--- src/rtl/bram_line_fetch.sv ---
// Framebuffer line scan-out: fetches one line of 32-bit words from a BRAM read port
// into a small word FIFO and serialises them LSB-first as 1 bpp pixels on pix_en.

module bram_line_fetch_chk (
    input logic clk,
    input logic rst,
    input logic push,
    input logic full
);

    push_when_full: assert property (@(posedge clk) disable iff (rst) !(push && full));

endmodule

module bram_line_fetch #(
    parameter int ADDR_WIDTH = 12,
    parameter int LINE_WORDS = 32,
    parameter int FIFO_DEPTH = 4
) (
    input  logic                  clk,
    input  logic                  rst,
    input  logic [ADDR_WIDTH-1:0] base_addr,
    input  logic                  frame_start,
    input  logic                  line_req,
    output logic [ADDR_WIDTH-1:0] bram_addr,
    output logic                  bram_clken,
    input  logic [31:0]           bram_dout,
    input  logic                  pix_en,
    output logic                  pix_out,
    output logic                  busy,
    output logic                  underrun
);

    localparam int PTR_W = (FIFO_DEPTH > 1) ? $clog2(FIFO_DEPTH) : 1;
    localparam int CNT_W = PTR_W + 2;
    localparam int WL_W  = $clog2(LINE_WORDS + 1);

    localparam logic [CNT_W-1:0]      DEPTH_C = CNT_W'(FIFO_DEPTH);
    localparam logic [CNT_W-1:0]      CNT_ONE = CNT_W'(1);
    localparam logic [PTR_W-1:0]      PTR_ONE = PTR_W'(1);
    localparam logic [WL_W-1:0]       LINE_C  = WL_W'(LINE_WORDS);
    localparam logic [WL_W-1:0]       WL_ONE  = WL_W'(1);
    localparam logic [ADDR_WIDTH-1:0] STEP_C  = ADDR_WIDTH'(LINE_WORDS);
    localparam logic [ADDR_WIDTH-1:0] ADR_ONE = ADDR_WIDTH'(1);

    typedef enum logic {
        IDLE  = 1'b0,
        FETCH = 1'b1
    } state_t;

    state_t                state_r;
    logic [ADDR_WIDTH-1:0] line_ptr_r;
    logic [ADDR_WIDTH-1:0] fetch_addr_r;
    logic [ADDR_WIDTH-1:0] last_addr_r;
    logic [ADDR_WIDTH-1:0] line_ptr_s;
    logic [WL_W-1:0]       words_left_r;
    logic                  inflight_r;

    logic [31:0]           fifo_mem [FIFO_DEPTH];
    logic [PTR_W-1:0]      wr_ptr_r;
    logic [PTR_W-1:0]      rd_ptr_r;
    logic [CNT_W-1:0]      count_r;

    logic [31:0]           shifter_r;
    logic [4:0]            idx_r;
    logic                  sh_valid_r;
    logic                  pix_r;
    logic                  underrun_r;

    logic                  flush_s;
    logic                  issue_s;
    logic                  push_s;
    logic                  pop_s;
    logic                  full_s;
    logic [CNT_W-1:0]      occupancy_s;

    // Issue, capture and shifter-load decisions for the current cycle
    always_comb begin
        flush_s     = frame_start | line_req;
        occupancy_s = count_r + {{(CNT_W-1){1'b0}}, inflight_r};
        if (frame_start) begin
            line_ptr_s = base_addr;
        end else begin
            line_ptr_s = line_ptr_r;
        end
        issue_s = (state_r == FETCH) && (words_left_r != {WL_W{1'b0}}) &&
                  !flush_s && (occupancy_s < DEPTH_C);
        // a read still in flight across a flush returns stale data and is dropped
        push_s  = inflight_r & ~flush_s;
        pop_s   = !flush_s && (count_r != {CNT_W{1'b0}}) &&
                  (!sh_valid_r || (pix_en && (idx_r == 5'd31)));
        full_s  = (count_r == DEPTH_C);
    end

    // The BRAM samples address and enable at the edge closing the issue cycle
    assign bram_clken = issue_s;
    assign bram_addr  = issue_s ? fetch_addr_r : last_addr_r;
    assign busy       = (state_r == FETCH);
    assign pix_out    = pix_r;
    assign underrun   = underrun_r;

    // Line pointer, fetch pointer and IDLE/FETCH sequencing
    always_ff @(posedge clk or posedge rst) begin
        if (rst) begin
            state_r      <= IDLE;
            line_ptr_r   <= {ADDR_WIDTH{1'b0}};
            fetch_addr_r <= {ADDR_WIDTH{1'b0}};
            last_addr_r  <= {ADDR_WIDTH{1'b0}};
            words_left_r <= {WL_W{1'b0}};
            inflight_r   <= 1'b0;
        end else begin
            inflight_r <= issue_s;
            if (issue_s) begin
                last_addr_r  <= fetch_addr_r;
                fetch_addr_r <= fetch_addr_r + ADR_ONE;
                words_left_r <= words_left_r - WL_ONE;
                if (words_left_r == WL_ONE) begin
                    state_r <= IDLE;
                end
            end
            if (frame_start) begin
                line_ptr_r <= base_addr;
                state_r    <= IDLE;
            end
            if (line_req) begin
                fetch_addr_r <= line_ptr_s;
                line_ptr_r   <= line_ptr_s + STEP_C;
                words_left_r <= LINE_C;
                state_r      <= FETCH;
            end
        end
    end

    // FIFO storage, written only by accepted read returns
    always_ff @(posedge clk) begin
        if (push_s) begin
            fifo_mem[wr_ptr_r] <= bram_dout;
        end
    end

    // FIFO pointers and occupancy
    always_ff @(posedge clk or posedge rst) begin
        if (rst) begin
            wr_ptr_r <= {PTR_W{1'b0}};
            rd_ptr_r <= {PTR_W{1'b0}};
            count_r  <= {CNT_W{1'b0}};
        end else if (flush_s) begin
            wr_ptr_r <= {PTR_W{1'b0}};
            rd_ptr_r <= {PTR_W{1'b0}};
            count_r  <= {CNT_W{1'b0}};
        end else begin
            if (push_s) begin
                wr_ptr_r <= wr_ptr_r + PTR_ONE;
            end
            if (pop_s) begin
                rd_ptr_r <= rd_ptr_r + PTR_ONE;
            end
            case ({push_s, pop_s})
                2'b10:   count_r <= count_r + CNT_ONE;
                2'b01:   count_r <= count_r - CNT_ONE;
                default: count_r <= count_r;
            endcase
        end
    end

    // Pixel shifter, registered pixel output and sticky underrun flag
    always_ff @(posedge clk or posedge rst) begin
        if (rst) begin
            shifter_r  <= 32'd0;
            idx_r      <= 5'd0;
            sh_valid_r <= 1'b0;
            pix_r      <= 1'b0;
            underrun_r <= 1'b0;
        end else begin
            if (pix_en) begin
                if (sh_valid_r) begin
                    pix_r <= shifter_r[idx_r];
                    idx_r <= idx_r + 5'd1;
                    if (idx_r == 5'd31) begin
                        sh_valid_r <= 1'b0;
                    end
                end else begin
                    pix_r      <= 1'b0;
                    underrun_r <= 1'b1;
                end
            end
            // a reload on the last bit keeps output gapless
            if (pop_s) begin
                shifter_r  <= fifo_mem[rd_ptr_r];
                idx_r      <= 5'd0;
                sh_valid_r <= 1'b1;
            end
            if (flush_s) begin
                sh_valid_r <= 1'b0;
            end
            if (frame_start) begin
                underrun_r <= 1'b0;
            end
        end
    end

    bram_line_fetch_chk u_chk (
        .clk  (clk),
        .rst  (rst),
        .push (push_s),
        .full (full_s)
    );

endmodule

--- config.mk ---
export PLATFORM = sky130hd
export DESIGN_NAME = bram_line_fetch
export DESIGN_NICKNAME = d
export VERILOG_FILES = /design/src/rtl/bram_line_fetch.sv
export SDC_FILE = /design/constraint.sdc
export NUM_CORES = 1
export LEC_CHECK = 0
export BUFFER_PORTS_ARGS = -buffer_cell sky130_fd_sc_hd__clkbuf_2
export CAP_MARGIN = 5
export CELL_PAD_IN_SITES_DETAIL_PLACEMENT = 0
export CELL_PAD_IN_SITES_GLOBAL_PLACEMENT = 1
export CORE_MARGIN = 4
export CORE_UTILIZATION = 50
export DETAILED_ROUTE_END_ITERATION = 10
export PLACE_DENSITY_LB_ADDON = 0.1
export SLEW_MARGIN = 0
export SYNTH_ARGS = -nofsm -noshare
export SYNTH_HDL_FRONTEND = slang
export SYNTH_HIERARCHICAL = 1
export SYNTH_SLANG_ARGS = --single-unit
--- constraint.sdc ---
create_clock -name clk -period 8.65 [get_ports clk]
set_input_delay 0 -clock clk [delete_from_list [all_inputs] [get_ports clk]]
set_output_delay 0 -clock clk [all_outputs]
set_load 0.03 [all_outputs]
* Word level (Yosys, flattened, before mapping)
Memories as Yosys holds them, arrays and structs flattened. A register that Yosys moved wholly into a read port is not among the register bits.
Cells that the tools add are included.
** Operators by class
- $add $sub $neg :: 9
- Multiply operators :: 0
- Div/mod/pow operators :: 0
- Magnitude comparators :: 2
- Equal/unequal tests :: 5
- Shift operators :: 0
- Mux-type cells :: 33
- Bitwise logic cells :: 3
- Reductions and logical operators :: 24
** Operator list (number)
- $mux W12 :: 5
- $mux W1 :: 16
- $mux W5 :: 3
- $add A12 B1 Y12 const B :: 1
- $add A12 B6 Y12 const B :: 1
- $mux W6 :: 2
- $reduce_bool A2 Y1 :: 6
- $reduce_bool A3 Y1 :: 4
- $mux W2 :: 4
- $pmux W4 S2 :: 1
- $eq A6 B1 Y1 const B :: 1
- $logic_and A1 B1 Y1 :: 6
- $lt A5 B6 Y1 const B :: 1
- $reduce_and A2 Y1 :: 3
- $reduce_bool A6 Y1 :: 1
- $sub A6 B1 Y6 const B :: 1
- $add A5 B1 Y5 const B :: 1
- $bmux W1 S5 :: 1
- $eq A5 B5 Y1 const B :: 1
- $add A2 B1 Y2 const B :: 2
- $add A4 B1 Y4 :: 1
- $add A4 B1 Y4 const B :: 1
- $lt A4 B3 Y1 const B :: 1
- $mux W4 :: 1
- 10 further kinds :: 11
** Word-level totals
- Flip-flop bits (word level) :: 60
- Latch bits :: 0
- RAM bits :: 128
- Memory bits (read-only) :: 0
- Output and inout bits :: 16
- Word-level logic and storage cells :: 90
- Memories :: 1
** Memories
- fifo_mem :: depth 4, bits a word 32, read ports 1, clocked after Yosys merged registers in 1, write ports 1, line 59 : logic [31:0] fifo_mem [FIFO_DEPTH];

* Depth between registers and ports, before layout
Gate-level depths: netlist (run 1).
- Word-level depth :: 7
- Depth in mapped cells :: 13
- Gate-level depth less buffers :: 12

* Worst setup path before layout (run 1)
OpenSTA, ideal clock, no wires.
- Path kind :: flip-flop to flip-flop
- From :: register idx_r[2]
- To :: register count_r[3]
- Library setup time :: 0.121 ns
- Data arrival time :: 2.662 ns
- Required time :: 8.529 ns
- Setup slack :: 5.867 ns
- Stages on the path, launching flop included :: 14
- Period minus slack after synthesis :: 2.783 ns
- Path through :: dfrtp_1 buf_1 and3_1 ha_1 a21bo_2 nor3b_2 buf_2 and2_1 ha_1 and3_1 o21ai_0 mux2i_1 xnor2_1 nor2_1
** On the way
- Word-level cells in the longest chain between the ends :: 7
** RTL lines
- start: declaration :: line 65 : logic [4:0] idx_r;
- start signal: assignment :: line 178 : idx_r <= idx_r + 5'd1;
- $eq A5 B5 Y1 * :: line 91 : (!sh_valid_r || (pix_en && (idx_r == 5'd31)));
- $logic_and A1 B1 Y1 * :: line 91
- $logic_or A1 B1 Y1 * :: line 91
- $logic_and A1 B1 Y1 * :: line 90 : pop_s = !flush_s && (count_r != {CNT_W{1'b0}}) &&
- $eq A2 B1 Y1 or $eq A2 B2 Y1 (tied branches) :: line 158 : case ({push_s, pop_s})
- $pmux W4 S2 :: line 158
- $mux W4 :: line 147 : end else if (flush_s) begin
- end signal: assignment :: line 146 : count_r <= {CNT_W{1'b0}};
- end signal: assignment :: line 159 : 2'b10: count_r <= count_r + CNT_ONE;
- end signal: assignment :: line 160 : 2'b01: count_r <= count_r - CNT_ONE;
- end: declaration :: line 62 : logic [CNT_W-1:0] count_r;
Mark *: on every way between the ends. The rest lies on a longest branch, timed or not.
A chain may end at the register's enable or synchronous reset.

* Worst setup path after layout (run 1)
- From :: register idx_r[0]
- To :: register count_r[3]
The elaborated chain is that of the path after synthesis.

==> impl_metrics.ini, run 1 <==
[status]
status = complete, no violations

[critical_path]
critPathMostFrequentCell = ha_1
cp_top_family = adder cells
cpMaxStageDelayCell = dfrtp_1
crit_path_end_kind = register
cp_cell_sequence = ha_1 -> and3_1 -> ha_1 -> a21bo_2 -> nor3b_4 -> and2_1 -> ha_1 -> and3_1 -> o21ai_0 -> mux2i_1 -> xnor2_1 -> nor2_1
path_buf_inv = 0
rrSetupSlack_ps = 5750
start_kind = register
worstPathRequired_ps = 9040
path_max_fanout = 13
max_stage_delay_ps = 580
cp_data_arrival_time_ps = 3290
path_class = register to register

[final_layout]
nets = 722
diodes = 0
drive_gt1_share_pct = 31.0
area_delta_synth_final_pct = 19.6
fillCellCount = 1372
fin_area_sq_um = 11000

[synthesis]
synth_top_area_cell = edfxtp_1
synth_area_per_cell_sq_um = 17.0
async_flop_share_pct = 41.8
synth_edf_count = 128
yosysMostFrequentCell = edfxtp_1
syn_area_sq_um = 9190
syn-num-nets = 601
ys_types = 53
synth_warnings = 6
ys.flop_type = edfxtp_1
synth.top_cells.by_count = edfxtp_1, dfrtp_1, mux2_2
syn_inst = 539
yosysSeqAreaShare_pct = 66.9
ys_ff_latch = 220
synth_top_area_share_pct = 41.8
synthTopCellsByArea = edfxtp_1, dfrtp_1, mux4_2

[routing]
drtIter0Drc = 251
vias_per_cell = 5.51
via_count = 4998
wl_per_cell_um = 18.4
first_pass_iters = 6
drt-total-wl_mm = 16.7
remaining_drc_errors = 0
antenna_left = 0

[timing]
period_share_pct = 33.5
fin_worst_skew_ps = 10.6
slew-limit-headroom_pct = 40.1
final_hold_viol_count = 0
tns_ps = 0
holdWs_ps = 79.7
tightest_slew_ps = 899
setup_ws_ps = 5750
rsz0062_at_grt = no
period_needed_ps = 2900
drv_slew = 0
setup_viol_count_final = 0
fmax_mhz = 345

[placement]
gp_congestion = 0.748
pre_cts_slack_ps = 5780
hpwl_mm = 10.2
portBuffers = 64
place_area_sq_um = 9730

[power]
pwr-share-comb_pct = 12.0
p_per_area_nw_per_um2 = 234
irDropWorstVdd_mv = 0.163
p_sw_uw = 610
power_frac_clock_pct = 38.5
p_int_mw = 1.96
p_leak_nw = 4.25
p_total_mw = 2.57
p_seq_share_pct = 49.5
switching_share_pct = 23.7

[global_routing]
antenna_found_initial = 0
grt_pass1_vias = 5294
overflow = 0
grt_pass1_wl_mm = 28.1
grt_util_all_layers_pct = 17.3
grt_max_degree = 61

[clocking]
htreeDepth = 1
cts_sinks = 220
path_clk_slew_ps = 60
cts_tree = built
insertion_delay_ps = 510
post-cts-setup-buffer-count = 0
cts_buffers = 24
clk_path_buf_depth = 3
cts_root_buf = clkbuf_16

[floorplan]
die_y_um = 144
rows = 49
fp.dieW_um = 144
pin_count = 65
initial_utilization_pct = 51.0
die_area_sq_um = 20600
coreArea_sq_um = 18000

[run]
drv_cap = 0

[min_path]
hold_class = input pin to asynchronous set/reset pin
==> cells by family after synthesis <==
family,count (synthesis),share of synthesized area (%)
buf+inv,37,1.89
mux,107,17.9
fa+ha+maj,13,1.77
flops,220,66.9
simple gates,95,5.68
compound gates,44,3.68
xor+xnor,23,2.19
==> placed cells by master, fill, tap and decap left out, types with 3 or more instances in the layout <==
master	instances
mux2_2	45
nor2_1	20
a21o_1	5
clkbuf_16	24
inv_1	10
nand4_1	6
xnor2_1	10
bufinv_16	3
nor3_1	7
mux4_2	37
dfrtp_1	90
dlygate4sd3_1	49
nand3_1	13
mux2_4	11
o21ai_0	11
mux2i_1	14
nand2_1	19
edfxtp_1	128
clkinv_1	8
ha_1	13
a221o_1	7
xor2_1	13
clkbuf_2	64
a21oi_1	5
clkbuf_1	6
nand2b_1	3
buf_4	7
and3_1	8
o21bai_1	3
==> tightest hold or removal path, cell delays in order <==
cell,delay (ps)
dlygate4sd3_1,530
clkbuf_2,110
clkinv_2,400
==> per-layer routing <==
metal / wire (um) / global-route usage [%] / vias up
met3: 685 / 2.73 / 34
met1: 7720 / 25.4 / 2554
met5: 0 / 0 / -
li1: - / - / 2308
met2: 7980 / 27.7 / 102
met4: 322 / 4.21 / 0
==> final cells by class <==
cell class | instances | area [sq um] | area share [%]
clock buffer | 30 | 623 | 5.67
clock inverter | 14 | 150 | 1.37
inverter | 12 | 46.3 | 0.421
multi-input combinational | 282 | 2880 | 26.2
sequential | 220 | 6150 | 55.9
tap | 229 | 287 | 2.61
timing repair buffer | 120 | 863 | 7.85
==> state kept, by name (all words and copies together) (netlist names), 2 cells and up <==
register      cells
words_left_r      6
fetch_addr_r     12
idx_r             5
rd_ptr_r          2
wr_ptr_r          2
line_ptr_r       12
fifo_mem        128
shifter_r        32
count_r           4
last_addr_r      12
==> path summary, 6_finish.rpt <==
check                                     from               to  cells after the start
worst max register to register        idx_r[0]       count_r[3]                     12
max in group asynchronous                  rst      rd_ptr_r[0]                      4
worst min register to register  last_addr_r[3]   last_addr_r[3]                      1
worst max-delay path                  idx_r[0]       count_r[3]                     12
worst min-delay path                       rst         underrun                      3
min in group clk                      line_req  words_left_r[4]                      2
==> power groups by stage <==
stage,clock network (mW),registers [mW],logic [mW]
after detailed placement,0,1.29,0.293
after floorplan,0,1.26,0.245
after global placement,0,1.29,0.285
after global routing,1.07,1.29,0.342
after CTS,1.02,1.27,0.314
final,0.992,1.27,0.308
==> metrics by stage <==
stage	utilization, %	std cells
detailed placement	54.0	814
global route	61.0	907
global placement	54.0	814
floorplan	-	539
CTS	61.0	907
finish	61.0	907
==> what timing repair did <==
action / in CTS / in global routing
gates resized for setup: 0 / 0
endpoints found under the hold margin: 187 / 0
hold buffers: 49 / 0
(Power assumes the default switching activity.)
==> run 2: changes to the inputs <==
clock period = 2.8 ns   (was 8.65 ns; I/O delays follow)
==> impl_metrics.ini, run 2 (synthesis results as in run 1) <==
[status]
status = complete, no violations

[routing]
antenna_left = 0
drt-total-wl_mm = 17.0
wl_met1_mm = 7.70
wl_met3_um = 522
highest_layer = met4
wl_per_cell_um = 18.5
drtIter0Drc = 210
met2_length_mm = 8.46
first_pass_iters = 6
remaining_drc_errors = 0
vias_per_cell = 5.42
via_count = 4965

[timing]
period_needed_ps = 2560
period_share_pct = 91.5
drv_slew = 0
fmax_mhz = 390
final_hold_viol_count = 0
fin_worst_skew_ps = 24.7
rsz0062_at_grt = no
tightest_slew_ps = 874
slew-limit-headroom_pct = 41.7
tns_ps = 0
setup_viol_count_final = 0

[power]
power_frac_clock_pct = 36.7
p_seq_share_pct = 49.3
p_sw_mw = 1.93
p_total_mw = 7.82
pwr-share-comb_pct = 13.9
irDropWorstVdd_mv = 0.528
p_int_mw = 5.89
p_leak_nw = 4.29
switching_share_pct = 24.7
p_per_area_nw_per_um2 = 707

[global_routing]
grt_max_degree = 50
overflow = 0
grt_util_all_layers_pct = 17.3
antenna_found_initial = 0
grt_pass1_wl_mm = 27.9
grt_pass1_vias = 5260

[final_layout]
fillCellCount = 1353
nets = 731
regMostFlops = fifo_mem
largest_register_ffs = 128
final_cell_mix = edfxtp_1, dfrtp_1, clkbuf_2, dlygate4sd3_1, mux2_2
mostFrequentLayoutCell = edfxtp_1
fin_area_sq_um = 11100
area_delta_synth_final_pct = 20.3
largestRegisters = fifo_mem x128, shifter_r x32
multi_input_area_sq_um = 2880
drive_gt1_share_pct = 32.5
regArea_sq_um = 6150
diodes = 0

[floorplan]
pin_count = 65
die_y_um = 144
fp.dieW_um = 144
rows = 49
initial_utilization_pct = 51.0
die_area_sq_um = 20600
coreArea_sq_um = 18000

[critical_path]
path_class = register to register
worstPathRequired_ps = 3180
crit_path_end_kind = register
path_max_fanout = 3
cp_data_arrival_time_ps = 2940
rr_worst_depth = 12
start_kind = register

[clocking]
clk_path_buf_depth = 3
insertion_delay_ps = 510
cts_sinks = 220
cts_root_buf = clkbuf_16
cts_tree = built
path_clk_slew_ps = 60
post-cts-setup-buffer-count = 0
htreeDepth = 1
cts_buffers = 24

[run]
drv_cap = 0

[placement]
gp_congestion = 0.775
portBuffers = 64
hpwl_mm = 10.2
place_area_sq_um = 9810

[min_path]
hold_class = input pin to asynchronous set/reset pin
==> run 2: cell count changes in the layout (fill, tap and decap cells not counted), sizes merged, moves of 2 or more <==
cell    previous run  this run
buf                7        15
bufinv             3         0
clkbuf            94        92
clkinv            11        16
==> run 2: through the flow <==
stage                     util [%]  worst slack, ps  hold WS (ps)  cells
final                         61.3              239           195    916
after detailed placement      54.4              251           203    822
after floorplan                  -             16.9          98.9    539
after global routing          61.3             94.3           243    916
after CTS                     61.3              231           219    916
after global placement        54.4              288           192    822
==> run 2: area by class of cell <==
type,instances,area share [%]
sequential,220,55.6
multi-input combinational,282,26.0
timing repair buffer,129,8.67
clock buffer,28,5.84
tap,229,2.59
clock inverter,16,0.838
inverter,12,0.419
==> run 2: path summary, 6_finish.rpt <==
kind | from | to | slack [ps]
setup / recovery | idx_r[0] | count_r[3] | 240
hold / removal | rst | shifter_r[1] | 190
setup reg to reg | idx_r[0] | count_r[3] | 240
hold reg to reg | last_addr_r[11] | last_addr_r[11] | 480
max in group asynchronous | rst | fetch_addr_r[6] | 1890
min in group clk | bram_dout[23] | fifo_mem[3][23] | 240
==> run 2: critical path, cell delays in order (launching register included) <==
cell and delay [ps]:
dfrtp_1 380, ha_1 210, and3_1 180, ha_1 180
a21bo_2 220, nor3b_4 150, and2_1 190, ha_1 320
and3_1 190, o21ai_0 130, mux2i_1 100, xnor2_1 150
nor2_1 50
==> run 2: repair_timing <==
action                                 4_1_cts  5_1_grt
resized for setup                            0        0
endpoints found under the hold margin      214        0
hold buffers                                50        0
==> run 2: power groups by stage <==
stage / Sequential, mW / Clock (mW) / Combinational, mW
finish: 3.86 / 2.87 / 1.09
global route: 3.88 / 3.09 / 1.19
floorplan: 3.88 / 0 / 0.756
detailed placement: 3.92 / 0 / 1.04
global placement: 3.91 / 0 / 1.02
CTS: 3.86 / 2.95 / 1.11
==> run 2: metal layers <==
layer	global-route usage (%)	up-vias
li1	-	2331
met1	23.8	2538
met2	29.6	75
met3	2.46	21
met4	3.82	0
met5	0	-
